### src/rtl/core_pkg.sv
// ----------------------------------------------------------------------------
// core_pkg
// Shared types and encodings for the core memory arbiter.
//   arb_state_t : arbiter FSM states (idle, fetch owns bus, data owns bus)
//   SIZE_B/H/W  : access size encodings carried on the *_mask buses
// ----------------------------------------------------------------------------
package core_pkg;

    typedef enum logic [1:0] {
        ARB_IDLE   = 2'd0,
        ARB_BUSY_I = 2'd1,
        ARB_BUSY_D = 2'd2
    } arb_state_t;

    localparam logic [1:0] SIZE_B = 2'b00;
    localparam logic [1:0] SIZE_H = 2'b01;
    localparam logic [1:0] SIZE_W = 2'b10;

endpackage

### src/rtl/core_mem_arbiter.sv
// ----------------------------------------------------------------------------
// core_mem_arbiter
// Shares one single-ported memory bus between the core's instruction-fetch
// and data interfaces. The data port wins arbitration by default; a
// starvation counter forces a fetch grant after STARVE_MAX consecutive data
// grants taken while a fetch was waiting. A timeout counter aborts a bus
// transaction that never acknowledges (TIMEOUT_CYC = 0 disables it).
//
// Ports
//   i_clk, i_rst_n            clock, asynchronous active-low reset
//   i_instr_*  / o_instr_*    fetch request (level), read data, 1-cycle ack
//   i_data_*   / o_data_*     load/store request (level), read data, 1-cycle ack
//   o_mem_*                   latched bus request, held stable until done
//   i_mem_rd_data, i_mem_ack  bus read data and completion
//   o_grant_data              high while a data transaction owns the bus
//   o_err_timeout             1-cycle pulse when a transaction is aborted
//
// The requester acks and the timeout pulse are combinational on i_mem_ack /
// the timeout counter so the core sees completion in the same cycle as the
// bus. Everything else on the bus side is registered.
// ----------------------------------------------------------------------------
module core_mem_arbiter
    import core_pkg::*;
#(
    parameter int XLEN        = 32,
    parameter int STARVE_MAX  = 4,
    parameter int TIMEOUT_CYC = 256
) (
    input  logic            i_clk,
    input  logic            i_rst_n,

    input  logic [XLEN-1:0] i_instr_addr,
    input  logic            i_instr_req,
    output logic [XLEN-1:0] o_instr_data,
    output logic            o_instr_ack,

    input  logic [XLEN-1:0] i_data_addr,
    input  logic [XLEN-1:0] i_data_wr_data,
    input  logic [1:0]      i_data_mask,
    input  logic            i_data_wr_en,
    input  logic            i_data_req,
    output logic [XLEN-1:0] o_data_rd_data,
    output logic            o_data_ack,

    output logic [XLEN-1:0] o_mem_addr,
    output logic [XLEN-1:0] o_mem_wr_data,
    output logic [1:0]      o_mem_mask,
    output logic            o_mem_wr_en,
    output logic            o_mem_req,
    input  logic [XLEN-1:0] i_mem_rd_data,
    input  logic            i_mem_ack,

    output logic            o_grant_data,
    output logic            o_err_timeout
);

    // Counter widths leave headroom so the limits themselves are representable.
    localparam int SW = $clog2(STARVE_MAX + 2);
    localparam int TW = $clog2(TIMEOUT_CYC + 2);

    localparam logic [SW-1:0] STARVE_LIM = SW'(STARVE_MAX);
    localparam logic          TMO_EN     = (TIMEOUT_CYC > 0) ? 1'b1 : 1'b0;
    localparam logic [TW-1:0] TMO_LAST   = (TIMEOUT_CYC > 0) ? TW'(TIMEOUT_CYC - 1) : {TW{1'b0}};

    arb_state_t      state_r;
    arb_state_t      state_nxt_s;
    logic [SW-1:0]   starve_cnt_r;
    logic [SW-1:0]   starve_cnt_nxt_s;
    logic [TW-1:0]   tmo_cnt_r;
    logic [TW-1:0]   tmo_cnt_nxt_s;

    logic            grant_d_s;
    logic            grant_i_s;
    logic            instr_ack_s;
    logic            data_ack_s;
    logic            tmo_hit_s;
    logic            done_s;

    logic [XLEN-1:0] mem_addr_r;
    logic [XLEN-1:0] mem_wr_data_r;
    logic [1:0]      mem_mask_r;
    logic            mem_wr_en_r;
    logic            mem_req_r;
    logic            grant_data_r;

    // Next-state, arbitration and completion decode.
    always_comb begin
        state_nxt_s = state_r;
        grant_d_s   = 1'b0;
        grant_i_s   = 1'b0;
        instr_ack_s = 1'b0;
        data_ack_s  = 1'b0;
        tmo_hit_s   = 1'b0;
        case (state_r)
            ARB_IDLE: begin
                // Data wins unless a waiting fetch has been passed over STARVE_MAX times.
                if (i_data_req && (!i_instr_req || (starve_cnt_r < STARVE_LIM))) begin
                    grant_d_s   = 1'b1;
                    state_nxt_s = ARB_BUSY_D;
                end else if (i_instr_req) begin
                    grant_i_s   = 1'b1;
                    state_nxt_s = ARB_BUSY_I;
                end else begin
                    state_nxt_s = ARB_IDLE;
                end
            end
            ARB_BUSY_I, ARB_BUSY_D: begin
                // An ack arriving in the timeout cycle still completes normally.
                if (i_mem_ack) begin
                    instr_ack_s = (state_r == ARB_BUSY_I);
                    data_ack_s  = (state_r == ARB_BUSY_D);
                    state_nxt_s = ARB_IDLE;
                end else if (TMO_EN && (tmo_cnt_r == TMO_LAST)) begin
                    tmo_hit_s   = 1'b1;
                    state_nxt_s = ARB_IDLE;
                end else begin
                    state_nxt_s = state_r;
                end
            end
            default: begin
                state_nxt_s = ARB_IDLE;
            end
        endcase
    end

    assign done_s = instr_ack_s | data_ack_s | tmo_hit_s;

    // Starvation and timeout counter updates.
    always_comb begin
        starve_cnt_nxt_s = starve_cnt_r;
        tmo_cnt_nxt_s    = tmo_cnt_r;
        if (grant_i_s) begin
            starve_cnt_nxt_s = {SW{1'b0}};
        end else if (grant_d_s && i_instr_req && (starve_cnt_r < STARVE_LIM)) begin
            starve_cnt_nxt_s = starve_cnt_r + SW'(1);
        end else begin
            starve_cnt_nxt_s = starve_cnt_r;
        end
        if (grant_i_s || grant_d_s) begin
            tmo_cnt_nxt_s = {TW{1'b0}};
        end else if (TMO_EN && (state_r != ARB_IDLE) && !done_s) begin
            tmo_cnt_nxt_s = tmo_cnt_r + TW'(1);
        end else begin
            tmo_cnt_nxt_s = tmo_cnt_r;
        end
    end

    // State and counter registers.
    always_ff @(posedge i_clk or negedge i_rst_n) begin
        if (!i_rst_n) begin
            state_r      <= ARB_IDLE;
            starve_cnt_r <= {SW{1'b0}};
            tmo_cnt_r    <= {TW{1'b0}};
        end else begin
            state_r      <= state_nxt_s;
            starve_cnt_r <= starve_cnt_nxt_s;
            tmo_cnt_r    <= tmo_cnt_nxt_s;
        end
    end

    // Bus-side request registers: loaded on grant, held while busy, request dropped on completion.
    always_ff @(posedge i_clk or negedge i_rst_n) begin
        if (!i_rst_n) begin
            mem_addr_r    <= {XLEN{1'b0}};
            mem_wr_data_r <= {XLEN{1'b0}};
            mem_mask_r    <= SIZE_B;
            mem_wr_en_r   <= 1'b0;
            mem_req_r     <= 1'b0;
            grant_data_r  <= 1'b0;
        end else if (grant_d_s) begin
            mem_addr_r    <= i_data_addr;
            mem_wr_data_r <= i_data_wr_data;
            mem_mask_r    <= i_data_mask;
            mem_wr_en_r   <= i_data_wr_en;
            mem_req_r     <= 1'b1;
            grant_data_r  <= 1'b1;
        end else if (grant_i_s) begin
            // Fetches are always full-word reads with no store data.
            mem_addr_r    <= i_instr_addr;
            mem_wr_data_r <= {XLEN{1'b0}};
            mem_mask_r    <= SIZE_W;
            mem_wr_en_r   <= 1'b0;
            mem_req_r     <= 1'b1;
            grant_data_r  <= 1'b0;
        end else if (done_s) begin
            mem_req_r     <= 1'b0;
            grant_data_r  <= 1'b0;
        end else begin
            mem_req_r     <= mem_req_r;
            grant_data_r  <= grant_data_r;
        end
    end

    assign o_mem_addr     = mem_addr_r;
    assign o_mem_wr_data  = mem_wr_data_r;
    assign o_mem_mask     = mem_mask_r;
    assign o_mem_wr_en    = mem_wr_en_r;
    assign o_mem_req      = mem_req_r;
    assign o_grant_data   = grant_data_r;

    assign o_instr_ack    = instr_ack_s;
    assign o_data_ack     = data_ack_s;
    assign o_err_timeout  = tmo_hit_s;

    // Read data goes to both requesters; only the acked one consumes it.
    assign o_instr_data   = i_mem_rd_data;
    assign o_data_rd_data = i_mem_rd_data;

endmodule

### config.mk
export PLATFORM = sky130hd
export DESIGN_NAME = core_mem_arbiter
export DESIGN_NICKNAME = d
export VERILOG_FILES = /design/src/rtl/core_pkg.sv /design/src/rtl/core_mem_arbiter.sv
export SDC_FILE = /design/constraint.sdc
export NUM_CORES = 1
export LEC_CHECK = 0
export ABC_AREA = 1
export BUFFER_PORTS_ARGS = -buffer_cell sky130_fd_sc_hd__buf_2
export CORE_UTILIZATION = 38
export CTS_CLUSTER_DIAMETER = 150
export CTS_CLUSTER_SIZE = 20
export DETAILED_ROUTE_END_ITERATION = 7
export PLACE_DENSITY = 0.84
export SKIP_LAST_GASP = 1
export SLEW_MARGIN = 20
export SYNTH_ARGS = -nofsm -noshare
export SYNTH_HDL_FRONTEND = slang
export SYNTH_SLANG_ARGS = --single-unit
### constraint.sdc
create_clock -name i_clk -period 2 [get_ports i_clk]
set_clock_uncertainty 0.2 [all_clocks]
set_input_delay 0.4 -clock i_clk [delete_from_list [all_inputs] [get_ports i_clk]]
set_output_delay 0.4 -clock i_clk [all_outputs]
set_load 0.02 [all_outputs]
# Yosys cells after proc, flatten, opt, wreduce, memory -nomap -nowiden
# Index checks and enable logic that the tools add are counted.
# word_totals
ff_bits,83
inputBits,136
wordCells,67
# op_classes
add_sub_neg,2
magnitude_cmp,1
eq_ne,4
mux,34
bitwise_logic,2
reduce_logical,15
# op_table
operator,count
$mux 32,4
$mux 1,20
$mux 9,2
$mux 2,5
$add 9x1->9 const B,1
$eq 9x8->1 const B,1
$reduce_bool 2->1,4
$mux 3,2
$logic_and 1x1->1,4
$pmux 2 s2,1
$add 3x1->3 const B,1
$lt 3x3->1 const B,1
$ne 3x3->1 const B,1
$reduce_bool 3->1,1
$eq 2x1->1 const B,1
$eq 2x2->1 const B,1
$logic_not 1->1,2
$logic_not 2->1,1
$logic_or 1x1->1,2
$or 1x1->1,2
$reduce_or 2->1,1

# Logic depth before layout (Yosys ltp)
# logic_depth
ltp_word,9
mapped_depth,11

# Worst setup path after synthesis
# Ideal clock, no wire load.
# synth_path
path_type,reg-to-reg
start,register tmo_cnt_r[0]
end,register tmo_cnt_r[6]
setup_ns,0.066
arrival_time_ns,1.613
t_required_ns,1.734
slack_ns,0.121
stages_incl_launch_ff,12
n_path_buf,0
path_cell_list,dfrtp_1 -> ha_1 -> nand2_1 -> inv_1 -> nand2_1 -> nor2_1 -> ha_1 -> nand3_1 -> nand3_1 -> nor2_2 -> nand3_1 -> nand2_1
# synth_between
elab_chain_cells,8
elab_cells_between_ends,11
# synth_rtl
element,line_no,rtl
from (decl),core_mem_arbiter.sv:69,logic [TW-1:0] tmo_cnt_r;
from (signal assigned),core_mem_arbiter.sv:153,tmo_cnt_r <= {TW{1'b0}};
from (signal assigned),core_mem_arbiter.sv:157,tmo_cnt_r <= tmo_cnt_nxt_s;
$eq 9x8->1,core_mem_arbiter.sv:113,end else if (TMO_EN && (tmo_cnt_r == TMO_LAST)) begin
$mux 1,core_mem_arbiter.sv:113,
$mux 1,core_mem_arbiter.sv:109,if (i_mem_ack) begin
$mux 1,core_mem_arbiter.sv:94,case (state_r)
$or 1x1->1,core_mem_arbiter.sv:126,assign done_s = instr_ack_s | data_ack_s | tmo_hit_s;
$logic_not 1->1,core_mem_arbiter.sv:141,end else if (TMO_EN && (state_r != ARB_IDLE) && !done_s) begin
$logic_and 1x1->1,core_mem_arbiter.sv:141,
$reduce_bool 2->1 (no line),n/a,
# Several ways; a longest one is shown, not always the timed one. The select of a mux whose other input is x is not followed.
# A chain may end at the register's enable or synchronous reset.

# Final worst setup path
# layout_path
start,register tmo_cnt_r[1]
end,register tmo_cnt_r[6]
# The elaborated chain is that of the path after synthesis.

==> key figures <==
Min path
  – HP Class: primary input to flop

Die
  – Die width: about 110 µm
  – Row Count: 37
  – Die area: approximately 0.011 mm²
  – Initial Utilization: 0.397
  – Die Span Y: ~110 µm
  – I/O Pins: about 270
  – Core ar.: between 0.01 and 0.015 mm²

Detailed routing
  – Via count: roughly 3700
  – Initial DRT Pass Iterations: 4
  – Final WL: between 10 and 15 mm
  – Initial DRC Count: between 150 and 200
  – DRC Markers: 0
  – DRT antenna net count: 0
  – Vias/cell: 4.77
  – Routed wire per std cell: 13.4 µm

Critical path
  – Req. time, crit path: between 2 and 2.5 ns
  – Crit-path slowest cell: dfrtp_1
  – Signal arrival time at the worst endpoint: 2.38 ns
  – Critical Path, Cell by Cell: ha_2 > nand2_2 > inv_2 > nand2_2 > nor2_2 > ha_2 > nand3_4 > buf_4 > buf_6 > buf_4 > nand4_1 > buf_6 > nand3_1 > nand2_1
  – Setup crit start kind: flop
  – Crit path capture type: flop
  – CP Class: flop to flop
  – Max incr delay on CP: approximately 0.37 ns
  – Max FO, Critical Path: 5

Placed design
  – Hpwl dp: slightly below 7 mm
  – Cell Area, Placed: between 0.004 and 0.005 mm²
  – Final GP Congestion: ~0.76
  – Port bufs: 175
  – # placed instances: 746

STA
  – Setup TNS: -2.51 ns
  – Worst hold slack: between 0.04 and 0.05 ns
  – Slew Limit Fails: 0
  – Worst Tran Pin Value: approximately 0.43 ns
  – Fmax: 437 MHz
  – Setup ws final: -0.290 ns
  – Fin. Hold Viols: 0
  – # setup viols final: 10
  – Fin crit period: 2.29 ns
  – Relative slew slack: 0.717
  – RSZ-0062 raised after global routing: true
  – Final period util: 1.14

Power
  – PD cells: 1580 mW/mm²
  – Peak supply drop: around 750 µV
  – Lkg Pwr: 0.00298 µW

Yosys
  – Synth Instances: 506
  – Syn_nets: about 650
  – Flops & latches, synth: between 80 and 90
  – Syn Area/Cell: about 8 µm²
  – Synthesis Warnings: 0
  – Synth Cell Area: 0.00416 mm²
  – Sequential fraction of the synthesis area: 0.500
  – Distinct cells, synth: 20

CTS
  – Clock-pin slew on the worst setup and hold paths: roughly 0.08 ns
  – Clock sink count: just over 80
  – Worst-Skew Late Latency: around 0.35 ns
  – Number of CTS-inserted buffers: 9
  – Clk buf depth: 2
  – CTS tree: yes
  – H-Tree Depth: 3
  – Root Buffer: clkbuf_8

Run status
  – Violated checks: setup timing
  – Status: finished, violations left

Global route
  – Tot GR Track Use: 0.178
  – First-pass GRT wire length: ~16 mm
  – Vias in the first global route: approximately 3400
  – Largest net degree at the start of global routing: between 80 and 90
  – Congestion Overflow GR: 0
  – Initial antenna violation count: 0

Cells and area
  – Ant diodes: 0
  – # fillers: between 1000 and 1500
  – Nets@finish: 780
  – Share of layout cells above drive strength 1: 0.382
  – Layout Cells excl Fill: 778
  – Fin util: 0.501
  – Layout area overhead: 26.1%
  – Design area: between 0.005 and 0.006 mm²

Run
  – Max Cap Viol: 0
-- power by group --
part | internal [µW] | total (µW) | switching, µW
combinational | 1490 | 4150 | 2660
clock | 726 | 1300 | 574
sequential | 2440 | 2840 | 399
-- cells in the final DEF (no fill, tap or decap) --
cell type      netlist  routed
nand2_1            203     199
buf_6                5       6
ha_1                 6       3
nand3_2              1       5
dfrtp_1             83      83
o21bai_1             2       2
nand3_1             81      74
clkinv_2             0       2
ha_4                 0       1
o21ai_1              0       1
nand4_1              1       1
bufinv_16            0       2
dlygate4sd3_1        0       1
nor2_1               9       7
inv_1               22      18
ha_2                 0       2
buf_4               66      21
o21ai_2              0       1
buf_12               0       6
clkinvlp_4           0       1
clkbuf_8             0      10
o21ai_0              4       2
inv_2                1       5
xor2_1               1       1
o22a_1               1       1
nand2_2              0       4
buf_2                8     172
nand3_4              0       3
nor2_2               2       3
nor2_4               0       1
a21oi_1              4       4
-- per-stage QoR --
stage          setup slack [ns]  power (µW)
6_report                 -0.290        8290
3_5_place_dp             0.0446        6750
2_1_floorplan             0.121        5490
5_1_grt                  -0.394        8910
3_3_place_gp             0.0902        6650
4_1_cts                  -0.255        8170
-- path summary, 6_finish.rpt --
kind                            slack [ns]           endpoint  cells past startpoint                from
worst max-delay path                 -0.29       tmo_cnt_r[6]                     14        tmo_cnt_r[1]
worst min-delay path                  0.04  o_mem_wr_data[16]                      3  i_data_wr_data[16]
worst max register to register       -0.29       tmo_cnt_r[6]                     14        tmo_cnt_r[1]
worst min register to register        0.27  o_mem_wr_data[16]                      2   o_mem_wr_data[16]
max in group asynchronous             0.86     o_mem_addr[14]                      3             i_rst_n
min in group asynchronous             0.42      o_mem_addr[0]                      3             i_rst_n
-- synth_stat cells --
cell type | number | area share
nand3_2 | 1 | 0.0024
nand4_1 | 1 | 0.0015
inv_2 | 1 | 0.00090
nor2_1 | 9 | 0.0081
o22a_1 | 1 | 0.0021
inv_1 | 22 | 0.020
xor2_1 | 1 | 0.0021
buf_4 | 66 | 0.12
nor2_2 | 2 | 0.0030
buf_2 | 8 | 0.0096
o21bai_1 | 2 | 0.0036
ha_1 | 6 | 0.018
buf_1 | 1 | 0.00090
o21ai_0 | 4 | 0.0048
nand3_1 | 81 | 0.098
dfrtp_1 | 83 | 0.50
clkbuf_1 | 5 | 0.0045
nand2_1 | 203 | 0.18
buf_6 | 5 | 0.014
a21oi_1 | 4 | 0.0048
-- metal layers --
layer,track usage,vias to the layer above,part of all wire
met4,0.0841,0,0.025
met2,0.301,181,0.49
met1,0.204,1711,0.41
met5,0,-,0
li1,-,1786,-
met3,0.0547,30,0.077
-- timing repair --
action | CTS | global route
gates cloned | 0 | 1
pin swaps | 4 | 11
hold buffers | 1 | 0
setup buffers | 7 | 9
resized for setup | 13 | 22
endpoints found under the setup margin | 2 | 14
hold endpoints to repair | 83 | 0
-- flip-flops by register name (all words and copies together) (netlist names) --
signal,cells
o_grant_data,1
o_mem_addr,32
o_mem_mask,2
o_mem_req,1
o_mem_wr_data,32
o_mem_wr_en,1
starve_cnt_r,3
state_r,2
tmo_cnt_r,9
-- final cells by class --
| class | instances | area [µm²] | area share |
|---|---|---|---|
| clock buffers | 10 | 138 | 0.0263 |
| clock inverters | 5 | 77.6 | 0.0148 |
| inverters | 23 | 86.3 | 0.0165 |
| multi-input cells | 315 | 1480 | 0.282 |
| flip-flops and latches | 83 | 2080 | 0.396 |
| well taps | 136 | 170 | 0.0325 |
| repair buffers | 206 | 1220 | 0.232 |
-- kinds of logic after synthesis --
kind of cell / count (synthesis) / share of synthesized area
AND/OR/NAND/NOR: 297 / 0.296
buffers and inverters: 108 / 0.169
flip-flops: 83 / 0.500
AO/OA/AOI/OAI: 11 / 0.0154
adder cells (fa/ha/maj): 6 / 0.0181
XOR/XNOR: 1 / 0.00211
-- worst max-delay path: cells and delay by family, from the launching register on --
family,cells,cell delay (ns)
AND/OR/NAND/NOR,7,0.63
adder cells (fa/ha/maj),2,0.41
buffers and inverters,5,0.61
flip-flops,1,0.37
Note: power is estimated with default switching activity, not from simulation.
